### src/rtl/fifo.sv
// rtl/fifo.sv - single-clock register-based FIFO with valid/ready on both sides
//
// First-word-fall-through queue: the head entry is presented combinationally
// on data_o whenever the FIFO holds data.
//
// Ports:
//   clk           in   clock, all state updates on the rising edge
//   nreset_i      in   asynchronous reset, active-high despite the name
//   data_i        in   write data
//   data_i_valid  in   producer offers data_i this cycle
//   data_i_ready  out  FIFO can accept a write (not full)
//   data_o        out  head-of-queue data
//   data_o_valid  out  data_o holds a valid entry (not empty)
//   data_o_ready  in   consumer takes data_o this cycle
module fifo #(
  parameter int DATA_WIDTH = 32,
  parameter int DEPTH      = 16,
  parameter int ADDR_WIDTH = $clog2(DEPTH)
) (
  input  logic                  clk,
  input  logic                  nreset_i,
  input  logic [DATA_WIDTH-1:0] data_i,
  input  logic                  data_i_valid,
  output logic                  data_i_ready,
  output logic [DATA_WIDTH-1:0] data_o,
  output logic                  data_o_valid,
  input  logic                  data_o_ready
);

  logic [DATA_WIDTH-1:0] mem_q [DEPTH];
  logic [DATA_WIDTH-1:0] mem_d [DEPTH];
  logic [ADDR_WIDTH-1:0] wr_ptr_q, wr_ptr_d;
  logic [ADDR_WIDTH-1:0] rd_ptr_q, rd_ptr_d;
  logic [ADDR_WIDTH:0]   count_q, count_d;
  logic                  push, pop;

  // Handshake outputs come from registered state only, so there is no
  // combinational path from data_o_ready to data_i_ready.
  assign data_i_ready = (count_q != (ADDR_WIDTH+1)'(DEPTH));
  assign data_o_valid = (count_q != '0);
  assign data_o       = mem_q[rd_ptr_q];

  assign push = data_i_valid & data_i_ready;
  assign pop  = data_o_ready & data_o_valid;

  always_comb begin
    mem_d    = mem_q;
    wr_ptr_d = wr_ptr_q;
    rd_ptr_d = rd_ptr_q;
    count_d  = count_q;

    if (push) begin
      mem_d[wr_ptr_q] = data_i;
      // Pointers wrap by natural overflow; DEPTH is a power of two.
      wr_ptr_d        = wr_ptr_q + ADDR_WIDTH'(1);
    end
    if (pop) begin
      rd_ptr_d = rd_ptr_q + ADDR_WIDTH'(1);
    end

    case ({push, pop})
      2'b10:   count_d = count_q + (ADDR_WIDTH+1)'(1);
      2'b01:   count_d = count_q - (ADDR_WIDTH+1)'(1);
      default: count_d = count_q;
    endcase
  end

  always_ff @(posedge clk or posedge nreset_i) begin
    if (nreset_i) begin
      wr_ptr_q <= '0;
      rd_ptr_q <= '0;
      count_q  <= '0;
      for (int i = 0; i < DEPTH; i++) begin
        mem_q[i] <= '0;
      end
    end else begin
      wr_ptr_q <= wr_ptr_d;
      rd_ptr_q <= rd_ptr_d;
      count_q  <= count_d;
      for (int i = 0; i < DEPTH; i++) begin
        mem_q[i] <= mem_d[i];
      end
    end
  end

endmodule

### config.mk
export PLATFORM = sky130hd
export DESIGN_NAME = fifo
export DESIGN_NICKNAME = d
export VERILOG_FILES = /design/src/rtl/fifo.sv
export SDC_FILE = /design/constraint.sdc
export NUM_CORES = 1
export LEC_CHECK = 0
export ABC_AREA = 0
export CAP_MARGIN = 0
export CORE_MARGIN = 2
export CORE_UTILIZATION = 60
export CTS_BUF_LIST = sky130_fd_sc_hd__clkbuf_4 sky130_fd_sc_hd__clkbuf_8
export DETAILED_ROUTE_END_ITERATION = 10
export PLACE_DENSITY = 0.75
export SLEW_MARGIN = 20
export SYNTH_ARGS = -nofsm -noshare
export SYNTH_HDL_FRONTEND = slang
export SYNTH_SLANG_ARGS = --single-unit
### constraint.sdc
create_clock -name clk -period 31.6 [get_ports clk]
set_clock_uncertainty 0.1 [all_clocks]
set_input_delay 6.32 -clock clk [delete_from_list [all_inputs] [get_ports clk]]
set_output_delay 6.32 -clock clk [all_outputs]
set_load 0.005 [all_outputs]
# Word level (Yosys, flattened, before mapping)
# Index checks and enable logic that the tools add are counted.
word_totals:
  ff_bits: 525
  latch_bits: 0
  ram_bits: 0
  romBits: 0
  out_inout_bits: 34
  word_cells: 43
  memories: 0
op_classes:
  n_addsub: 4
  mul: 0
  div: 0
  n_lt_le_gt_ge: 3
  n_eq_ne: 3
  shift: 0
  mux: 7
  bitwise: 4
  reduce_logical: 3
ops:
  columns: ["op", "count"]
  rows:
  - ["bitwise mux 512 bit", 1]
  - ["binary-select mux 32 bit (select 4 bit)", 1]
  - ["demux 32 bit (select 4 bit)", 1]
  - ["two-way mux 32 bit", 3]
  - [">= comparator 5 bit (second input constant)", 2]
  - ["inverter 4 -> 5 bit", 2]
  - ["case mux 5 bit (2 select lines)", 1]
  - ["adder 4 x 1 -> 4 bit (second input constant)", 2]
  - ["adder 5 x 1 -> 5 bit (second input constant)", 1]
  - ["less-than comparator 5 x 1 -> 1 bit (second input constant)", 1]
  - ["!= test 5 bit (second input constant)", 1]
  - ["nonzero test 5 bit", 1]
  - ["subtractor 5 x 1 -> 5 bit (second input constant)", 1]
  - ["bitwise AND 1 bit", 2]
  - ["equality test 2 x 1 -> 1 bit (second input constant)", 1]
  - ["equality test 2 bit (second input constant)", 1]
  - ["nonzero test 2 bit", 1]
  - ["logical AND 1 bit", 1]

# Longest topological paths before layout
# Gate-level depths: netlist of the first run.
depth:
  depth_word: 6
  mapped_depth: 10
  depth_no_buf: 9

# Worst setup path before layout of the first run
# No wires, ideal clock.
synth_timing:
  path_kind: "input -> register"
  from: "in data_i_valid"
  to: "reg count_q[4]"
  setup_time_ns: 0.080
  arrival_ns: 8.112
  t_required_ns: 31.420
  setup_slack_ns: 23.308
  cell_stages: 10
  path_cell_list: "inv_1 a31oi_4 buf_6 inv_1 ha_1 fa_1 a21o_1 a21oi_1 mux2i_1 xnor2_1"
synth_between:
  elab_chain_len: 3
synth_rtl:
  columns: ["element", "line_no", "source"]
  rows:
  - ["from (decl)", "23", "input logic data_i_valid,"]
  - ["bitwise AND 1 bit (*)", "43", "assign push = data_i_valid & data_i_ready;"]
  - ["equality test 2 x 1 -> 1 bit or equality test 2 bit (tied branches)", "61", "case ({push, pop})"]
  - ["case mux 5 bit (2 select lines) or nonzero test 2 bit (tied branches)", null, null]
  - ["to (signal assigned)", "79", "count_q <= count_d;"]
  - ["to (decl)", "34", "logic [ADDR_WIDTH:0] count_q, count_d;"]
# Mark *: on every way between the ends. The rest lies on a longest branch, timed or not.
# A chain may end at the register's enable or synchronous reset.

# Worst setup path in the final report of the first run
layout_timing:
  from: "reg rd_ptr_q[0]"
  to: "out data_o[24]"
layout_between:
  elab_chain_len: 4
layout_rtl:
  columns: ["element", "line_no", "source"]
  rows:
  - ["from (decl)", "33", "logic [ADDR_WIDTH-1:0] rd_ptr_q, rd_ptr_d;"]
  - ["from (signal assigned)", "78", "rd_ptr_q <= rd_ptr_d;"]
  - ["inverter 4 -> 5 bit (not written as such)", "41", "assign data_o = mem_q[rd_ptr_q];"]
  - ["binary-select mux 32 bit (select 4 bit)", "41", null]
  - ["two-way mux 32 bit (not written as such) (2 in a row)", "41", null]
  - ["to (decl)", "25", "output logic [DATA_WIDTH-1:0] data_o,"]
# No other way between the ends. The select of a mux whose other input is x is not followed.

==> impl_metrics.yaml, run 1 <==
outcome:
  status: "complete, no violations"
floorplanning:
  core_area_sq_um: 40000
  num_rows: 73
  dieArea_sq_um: 42400
  die_w_um: 206
  die_y_um: 206
  ios: 70
  start_util: 0.611
job:
  cap_violations: 0
cts:
  post-cts-setup-buffers: 0
  clock_latency_ns: 0.64
  path_clk_slew_ns: 0.06
  cts_tree: "built"
  htreeDepth: 3
  cts_buffers: 87
  cts_resized: 0
  cts.path.max_buffers: 3
  cts-root-buf: "clkbuf_8"
  cts_sinks: 525
  ctsHoldBuffers: 0
sta:
  rsz0062_at_grt: "no"
  hold_violations: 0
  fin_tns_setup_ns: 0
  setup_viol: 0
  setup_slack_ns: 20.43
  holdWs_ns: 0.390
  worst_pin_slew_ns: 1.12
  maxSlewHeadroom: 0.254
  post-route-min-period_ns: 11.17
  fin_crit_sh: 0.354
  fmax_ghz: 0.0895
  maxSlewViolCount: 0
detailed_routing:
  ant_nets: 0
  wl_per_cell_um: 24.5
  dr.pass1.iters: 4
  first_iter_violations: 1001
  vias_per_cell: 6.26
  drc: 0
  wirelength_um: 54700
  vias: 13976
worst_setup_path:
  worstSetupStartpointType: "flop"
  endpoint: "data_o[24]"
  crit_type: "flop to output pin"
  crit_arrival_ns: 4.75
  critPathCaptureType: "output pin"
  critPathLaunch: "rd_ptr_q[0]"
  critPathRequiredTime_ns: 25.18
  worstPathMaxFanout: 53
  reg2reg_depth: 6
  worst-r2r-setup-slack_ns: 28.52
  rr_startpoint: "count_q[0]"
  r2r_end: "mem_q[100]"
power_and_ir_drop:
  power.leakage_nw: 12.4
  ir_drop_v: 0.0000777
  powerDensity_nw_per_um2: 112
global_routing:
  grt_overflow: 0
  first_global_vias: 14982
  grt_pass1_wl_um: 86900
  grt_use_total: 0.272
  antenna_found_initial: 1
  grt_start_max_net_pins: 170
synthesis:
  syn-num-nets: 1646
  synth_most_common_cell: "dfrtp_1"
  yosysUniqueCellTypes: 38
  synth_flop_cell: "dfrtp_1"
  synthTopCellsByCount: "dfrtp_1 (525), mux2_2 (430), mux2i_1 (129)"
  syn_area_sq_um: 24400
  yosysTopAreaCell: "dfrtp_1"
  ys_warn_count: 0
  async_reset_ff_frac: 1.00
  syn_avg_cell_area_sq_um: 15.3
  ys_seq_elements: 525
  ys_seq_area_frac: 0.537
  synthCells: 1600
  ys_top_cells_by_area: "dfrtp_1 (54%), mux2_2 (20%), mux4_2 (5.9%)"
  synth_edf_count: 0
  synth_top_area_share: 0.537
layout:
  drive_above_1_share: 0.441
  antenna_cells: 0
  syn2layout_area_growth_pct: 10.8
  finalNetCount: 1688
placement:
  io_buffer_count: 69
  dpl_worst_slack_ns: 21.13
  hpwl_um: 29000
  gp_congestion: 0.744
min_path:
  hold_path.class: "flop to flop"
-- where the power goes --
part / total (W) / leakage, nW / switching, W / internal, W
logic: 0.00120 / 4.86 / 0.000511 / 0.000687
clock network: 0.000641 / 1.01 / 0.000273 / 0.000367
registers: 0.00120 / 6.51 / 0.000194 / 0.00101
total: 0.00304 / 12.4 / 0.000978 / 0.00206
-- layout make-up --
| cell class | count | area [sq um] |
|---|---|---|
| flip-flops and latches | 525 | 13100 |
| fillers | 2803 | 12900 |
| multi-input cells | 930 | 10500 |
| clock buffers | 139 | 1740 |
| repair buffers | 91 | 888 |
| well taps | 525 | 657 |
| clock inverters | 17 | 158 |
| inverters | 7 | 33.8 |
-- worst min path at each step --
stage | from | cells past startpoint | endpoint | slack [ns]
after floorplan | mem_q[164] | 1 | mem_q[164] | 0.36
after global placement | mem_q[183] | 1 | mem_q[183] | 0.37
after detailed placement | mem_q[381] | 1 | mem_q[381] | 0.38
after CTS | mem_q[159] | 1 | mem_q[159] | 0.39
after global routing | mem_q[380] | 1 | mem_q[380] | 0.41
final | mem_q[159] | 1 | mem_q[159] | 0.39
-- kinds of logic (layout without fill, tap and decap cells) --
logic type | Yosys count | count (layout) | share of synthesized area
muxes | 707 | 707 | 0.358
DFF | 525 | 525 | 0.537
buffers and inverters | 145 | 254 | 0.0353
AOI/OAI and AO/OA | 137 | 137 | 0.0421
and+or+nand+nor | 66 | 66 | 0.0185
adders and majority gates | 10 | 10 | 0.00542
xor gates and xnor gates | 10 | 10 | 0.00358
-- flip-flops by register name, summed over array words and instances, names as in the netlist --
register / cells
mem_q: 512
wr_ptr_q: 4
rd_ptr_q: 4
count_q: 5
-- through the flow --
stage	area, sq um	total power [W]	utilization	instances
floorplan	24400	0.00205	-	1600
global placement	25200	0.00236	0.629	2077
detailed placement	25200	0.00241	0.629	2077
CTS	27100	0.00306	0.677	2233
global route	27100	0.00322	0.677	2234
finish	27100	0.00304	0.677	2234
-- metal layers --
layer,track usage,wire length [um],vias up
met5,0,16,-
met4,0.0811,1290,2
met3,0.0500,2500,97
met2,0.425,26100,296
met1,0.392,24700,7514
li1,-,-,6067
-- cell usage in the layout (no fill, tap or decap), types with 4 or more instances in the layout --
cell / instances
dfrtp_1: 523
mux2_2: 430
mux2i_1: 129
clkbuf_8: 112
clkdlybuf4s50_1: 69
a221oi_1: 64
mux4_2: 64
mux2_4: 60
nand2_1: 38
o21ai_0: 35
a22oi_1: 32
clkbuf_4: 27
mux2_1: 24
buf_4: 19
ha_1: 9
nand3_4: 8
xnor2_1: 8
clkinv_2: 8
inv_1: 6
nand3_2: 4
inv_6: 4
-- worst max-delay path, stage by stage (launching register included) --
cell and delay (ns):
dfrtp_4 0.87, buf_4 0.83, buf_4 0.84, mux2i_1 0.18, a221oi_1 0.44, o21ai_0 0.14
nand2_1 0.18, clkdlybuf4s50_1 0.53
Power figures use the tool's default switching activity.
==> run 2: changes to the inputs <==
==> constraint.sdc (replaced) <==
create_clock -name clk -period 10.5 [get_ports clk]
set_clock_uncertainty 0.1 [all_clocks]
set_input_delay 2.1 -clock clk [delete_from_list [all_inputs] [get_ports clk]]
set_output_delay 2.1 -clock clk [all_outputs]
set_load 0.005 [all_outputs]
==> run 2 against run 1 <==
Net effect: register-to-register slack got worse by 21 ns; die area did not move; sequential share of layout area is essentially flat; via count is 0.22% higher; cell count hardly changed; clock power rose to 2.9 times the previous value; power rose to 3.0 times the previous value; combinational power grew to 3.0 times the previous value; clock-buffer cell count is 6 higher; critical path type unchanged; largest cell class unchanged.
==> impl_metrics.yaml, run 2 (same netlist as run 1, synthesis figures left out) <==
floorplanning:
  die_w_um: 206
  num_rows: 73
  ios: 70
  core_area_sq_um: 40000
  die_y_um: 206
  dieArea_sq_um: 42400
  start_util: 0.611
worst_setup_path:
  critPathRequiredTime_ns: 8.30
  crit_arrival_ns: 4.61
  critPathCaptureType: "output pin"
  critical_path.cell_chain: "buf_4 -> and2_2 -> buf_4 -> a221oi_1 -> a22oi_1 -> nand2_1 -> clkdlybuf4s50_1"
  crit_type: "flop to output pin"
  worstSetupStartpointType: "flop"
  cp_common_cell: "buf_4"
  slowest_stage: "dfrtp_4"
  worstPathMaxFanout: 40
  cp_slowest_stage_delay_ns: 0.94
cts:
  cts_sinks: 525
  cts_buffers: 86
  post-cts-setup-buffers: 0
  ctsHoldBuffers: 0
  cts.path.max_buffers: 3
  cts_tree: "built"
  htreeDepth: 3
  cts_resized: 0
  path_clk_slew_ns: 0.06
  clock_latency_ns: 0.64
  cts-root-buf: "clkbuf_8"
detailed_routing:
  dr.pass1.iters: 7
  vias_per_cell: 6.28
  vias: 14007
  drc: 0
  ant_nets: 0
  first_iter_violations: 996
  wirelength_um: 54200
  wl_per_cell_um: 24.3
global_routing:
  grt_start_max_net_pins: 189
  antenna_found_initial: 0
  grt_use_total: 0.268
  grt_pass1_wl_um: 86000
  first_global_vias: 14967
  grt_overflow: 0
placement:
  hpwl_um: 29200
  gp_congestion: 0.742
  dpl.cell_count: 2077
  dpl_worst_slack_ns: 4.32
  io_buffer_count: 69
power_and_ir_drop:
  power_frac_comb: 0.392
  powerDensity_nw_per_um2: 336
  switchingPower_w: 0.00293
  ir_drop_v: 0.000231
  switching_share: 0.322
  power.leakage_nw: 12.4
  clkPwrFrac: 0.205
  p_int_w: 0.00616
  seq_power_share: 0.403
layout:
  syn2layout_area_growth_pct: 10.8
  largest_registers: "mem_q: 512 flops, count_q: 5 flops"
  largest_reg_flops: 512
  finish.utilization: 0.677
  finalNetCount: 1688
  layout_commonest_cell: "dfrtp_1"
  finalNonFillerCells: 2232
  final_cell_mix: "dfrtp_1 (522), mux2_2 (430), mux2i_1 (129)"
  antenna_cells: 0
  drive_above_1_share: 0.441
  largest-register: "mem_q"
sta:
  fin_crit_sh: 0.648
  setup_viol: 0
  holdWs_ns: 0.388
  post-route-min-period_ns: 6.81
  fmax_ghz: 0.147
  fin_tns_setup_ns: 0
  setup_slack_ns: 3.69
  rsz0062_at_grt: "no"
  maxSlewViolCount: 0
  maxSlewHeadroom: 0.255
  worst_pin_slew_ns: 1.12
  hold_violations: 0
min_path:
  hold_path.class: "flop to flop"
outcome:
  status: "complete, no violations"
job:
  cap_violations: 0
-- run 2: worst paths after layout --
kind / start / to / slack [ns] / cells after the start
worst max-delay path: rd_ptr_q[1] / data_o[12] / 3.69 / 7
worst min-delay path: mem_q[164] / mem_q[164] / 0.39 / 1
worst max register to register: rd_ptr_q[1] / rd_ptr_q[3] / 7.51 / 4
worst min register to register: mem_q[164] / mem_q[164] / 0.39 / 1
max in group asynchronous: nreset_i / mem_q[367] / 6.71 / 5
min in group asynchronous: nreset_i / mem_q[417] / 2.02 / 3
-- run 2: power groups by stage --
| stage | Sequential (W) | Combinational (W) | Clock, W |
|---|---|---|---|
| finish | 0.00367 | 0.00356 | 0.00187 |
| global route | 0.00379 | 0.00385 | 0.00200 |
| CTS | 0.00366 | 0.00358 | 0.00191 |
| detailed placement | 0.00369 | 0.00357 | 0 |
| global placement | 0.00363 | 0.00349 | 0 |
| floorplan | 0.00340 | 0.00277 | 0 |
-- run 2: cell type report --
| class | count | area (sq um) |
|---|---|---|
| Tap cell | 525 | 657 |
| Inverter | 7 | 30.0 |
| Clock buffer | 145 | 1790 |
| Clock inverter | 8 | 50.0 |
| Sequential cell | 525 | 13100 |
| Multi-Input combinational cell | 930 | 10500 |
| Timing Repair Buffer | 92 | 948 |
| Fill cell | 2833 | 12900 |
-- run 2: critical path, delay by kind of cell (launching register included) --
kind	cells	cell delay [ns]
flip-flops	1	0.94
AO/OA/AOI/OAI	2	0.44
AND/OR/NAND/NOR	2	0.94
buffers and inverters	3	1.62
-- run 2: per-layer routing --
metal  GRT usage  vias to the layer above  part of all wire
met4      0.0895                        0             0.027
li1            -                     6083                 -
met3      0.0464                      108             0.047
met2       0.428                      332              0.48
met1       0.377                     7484              0.45
met5     0.00238                        -                 0
-- run 2: metrics by stage --
stage	instance area, sq um	total power (W)
6_report	27100	0.00909
4_1_cts	27000	0.00915
3_5_place_dp	25200	0.00726
2_1_floorplan	24500	0.00617
3_3_place_gp	25200	0.00712
5_1_grt	27100	0.00964
==> run 3: changes to the inputs <==
==> constraint.sdc (replaced) <==
create_clock -name clk -period 7.1 [get_ports clk]
set_clock_uncertainty 0.1 [all_clocks]
set_input_delay 1.42 -clock clk [delete_from_list [all_inputs] [get_ports clk]]
set_output_delay 1.42 -clock clk [all_outputs]
set_load 0.005 [all_outputs]
==> run 3 against run 2 <==
Net effect: via count shrank 0.75%; cell area shrank 0.11%; utilization shrank 0.075 points; die area is the same; register-to-register slack lost 3.9 ns; first-iteration DRC count shrank 20%; hold slack gained 0.0020 ns; sequential power grew 46%; setup slack lost 2.1 ns; cell count shrank 0.22%; sequential cell count is the same; combinational power grew 49%.
==> impl_metrics.yaml, run 3 (same netlist as run 1, synthesis figures left out) <==
cts:
  cts-root-buf: "clkbuf_8"
  post-cts-setup-buffers: 0
  cts_sinks: 525
  htreeDepth: 3
  cts_tree: "built"
  cts_resized: 0
  clock_latency_ns: 0.64
  cts.path.max_buffers: 3
  cts_buffers: 87
  ctsHoldBuffers: 0
  path_clk_slew_ns: 0.06
layout:
  layout_commonest_cell: "dfrtp_1"
  finish.utilization: 0.676
  largest_registers: "mem_q: 512 flops, count_q: 5 flops"
  finalNetCount: 1686
  syn2layout_area_growth_pct: 10.6
  final_cell_mix: "dfrtp_1 (522), mux2_2 (430), mux2i_1 (129)"
  antenna_cells: 0
  finalNonFillerCells: 2227
  drive_above_1_share: 0.439
  largest_reg_flops: 512
  largest-register: "mem_q"
detailed_routing:
  wirelength_um: 53300
  drc: 0
  dr.pass1.iters: 7
  vias_per_cell: 6.24
  vias: 13902
  wl_per_cell_um: 24.0
  ant_nets: 0
  first_iter_violations: 793
worst_setup_path:
  crit_arrival_ns: 4.00
  worstPathMaxFanout: 33
  critPathRequiredTime_ns: 5.58
  worstSetupStartpointType: "flop"
  crit_type: "flop to output pin"
  critPathCaptureType: "output pin"
  reg2reg_depth: 5
placement:
  dpl_worst_slack_ns: 2.32
  dpl.cell_count: 2076
  io_buffer_count: 69
  hpwl_um: 28700
  gp_congestion: 0.730
sta:
  fin_crit_sh: 0.778
  fmax_ghz: 0.181
  hold_violations: 0
  setup_slack_ns: 1.58
  post-route-min-period_ns: 5.52
  worst_pin_slew_ns: 1.05
  rsz0062_at_grt: "no"
  maxSlewViolCount: 0
  maxSlewHeadroom: 0.299
  setup_viol: 0
outcome:
  status: "complete, no violations"
global_routing:
  grt_pass1_wl_um: 84700
  grt_overflow: 0
  grt_start_max_net_pins: 156
  first_global_vias: 14985
  grt_use_total: 0.263
  antenna_found_initial: 1
power_and_ir_drop:
  switching_share: 0.320
  power_frac_comb: 0.394
  ir_drop_v: 0.000274
  powerDensity_nw_per_um2: 497
  clkPwrFrac: 0.208
  p_int_w: 0.00915
  seq_power_share: 0.399
  power_w: 0.0135
  power.leakage_nw: 12.4
  switchingPower_w: 0.00430
floorplanning:
  core_area_sq_um: 40000
  ios: 70
  dieArea_sq_um: 42400
  start_util: 0.611
  die_w_um: 206
  die_y_um: 206
  num_rows: 73
min_path:
  hold_path.class: "flop to flop"
  hold_depth: 1
job:
  cap_violations: 0
run 3: cell count changes in the layout (fill, tap and decap cells not counted), moves of 2 or more:
cell        delta
clkbuf_4       -6
buf_12         +2
buf_16         -2
bufinv_16      +2
clkinvlp_4     -4
clkinv_2       +5
buf_6          -2
inv_6          +2
run 3: path summary, 6_finish.rpt:
kind	from	end	slack, ns
max	rd_ptr_q[3]	data_o[26]	1.58
min	mem_q[381]	mem_q[381]	0.39
max reg2reg	count_q[0]	mem_q[107]	3.65
min reg2reg	mem_q[381]	mem_q[381]	0.39
max in group asynchronous	nreset_i	mem_q[13]	4.43
min in group asynchronous	nreset_i	mem_q[480]	1.18
run 3: through the flow:
| stage | TNS, ns | area (sq um) | hold WS (ns) |
|---|---|---|---|
| after floorplan | -815.94 | 24500 | 0.359 |
| final | 0 | 27000 | 0.390 |
| after detailed placement | 0 | 25200 | 0.381 |
| after global routing | 0 | 27000 | 0.404 |
| after CTS | 0 | 27000 | 0.394 |
| after global placement | 0 | 25200 | 0.370 |
run 3: power by group through the flow:
stage          registers [W]  logic, W  clock network (W)
6_report             0.00536   0.00530            0.00279
5_1_grt              0.00554   0.00572            0.00299
4_1_cts              0.00535   0.00534            0.00285
3_5_place_dp         0.00539   0.00532                  0
3_3_place_gp         0.00529   0.00519                  0
2_1_floorplan        0.00502   0.00410                  0
run 3: layout make-up:
type / instances / area [sq um]
Sequential cell: 525 / 13100
Fill cell: 2758 / 13000
Multi-Input combinational cell: 930 / 10500
Clock buffer: 138 / 1730
Timing Repair Buffer: 89 / 903
Tap cell: 525 / 657
Clock inverter: 13 / 123
Inverter: 7 / 30.0
run 3: critical path: stages, from the launching register on:
cell and delay [ns]:
dfrtp_2 1.05, clkinv_1 0.63, buf_4 0.46, a221oi_1 0.38, o21ai_0 0.12, nand2_1 0.18
clkdlybuf4s50_1 0.53
run 3: layer usage:
metal  global-route usage  up-vias  wire [um]
met4               0.0804        2       1250
met5                    0        -         14
met1                0.365     7422      23900
met3               0.0512       97       2350
li1                     -     6077          -
met2                0.426      304      25900
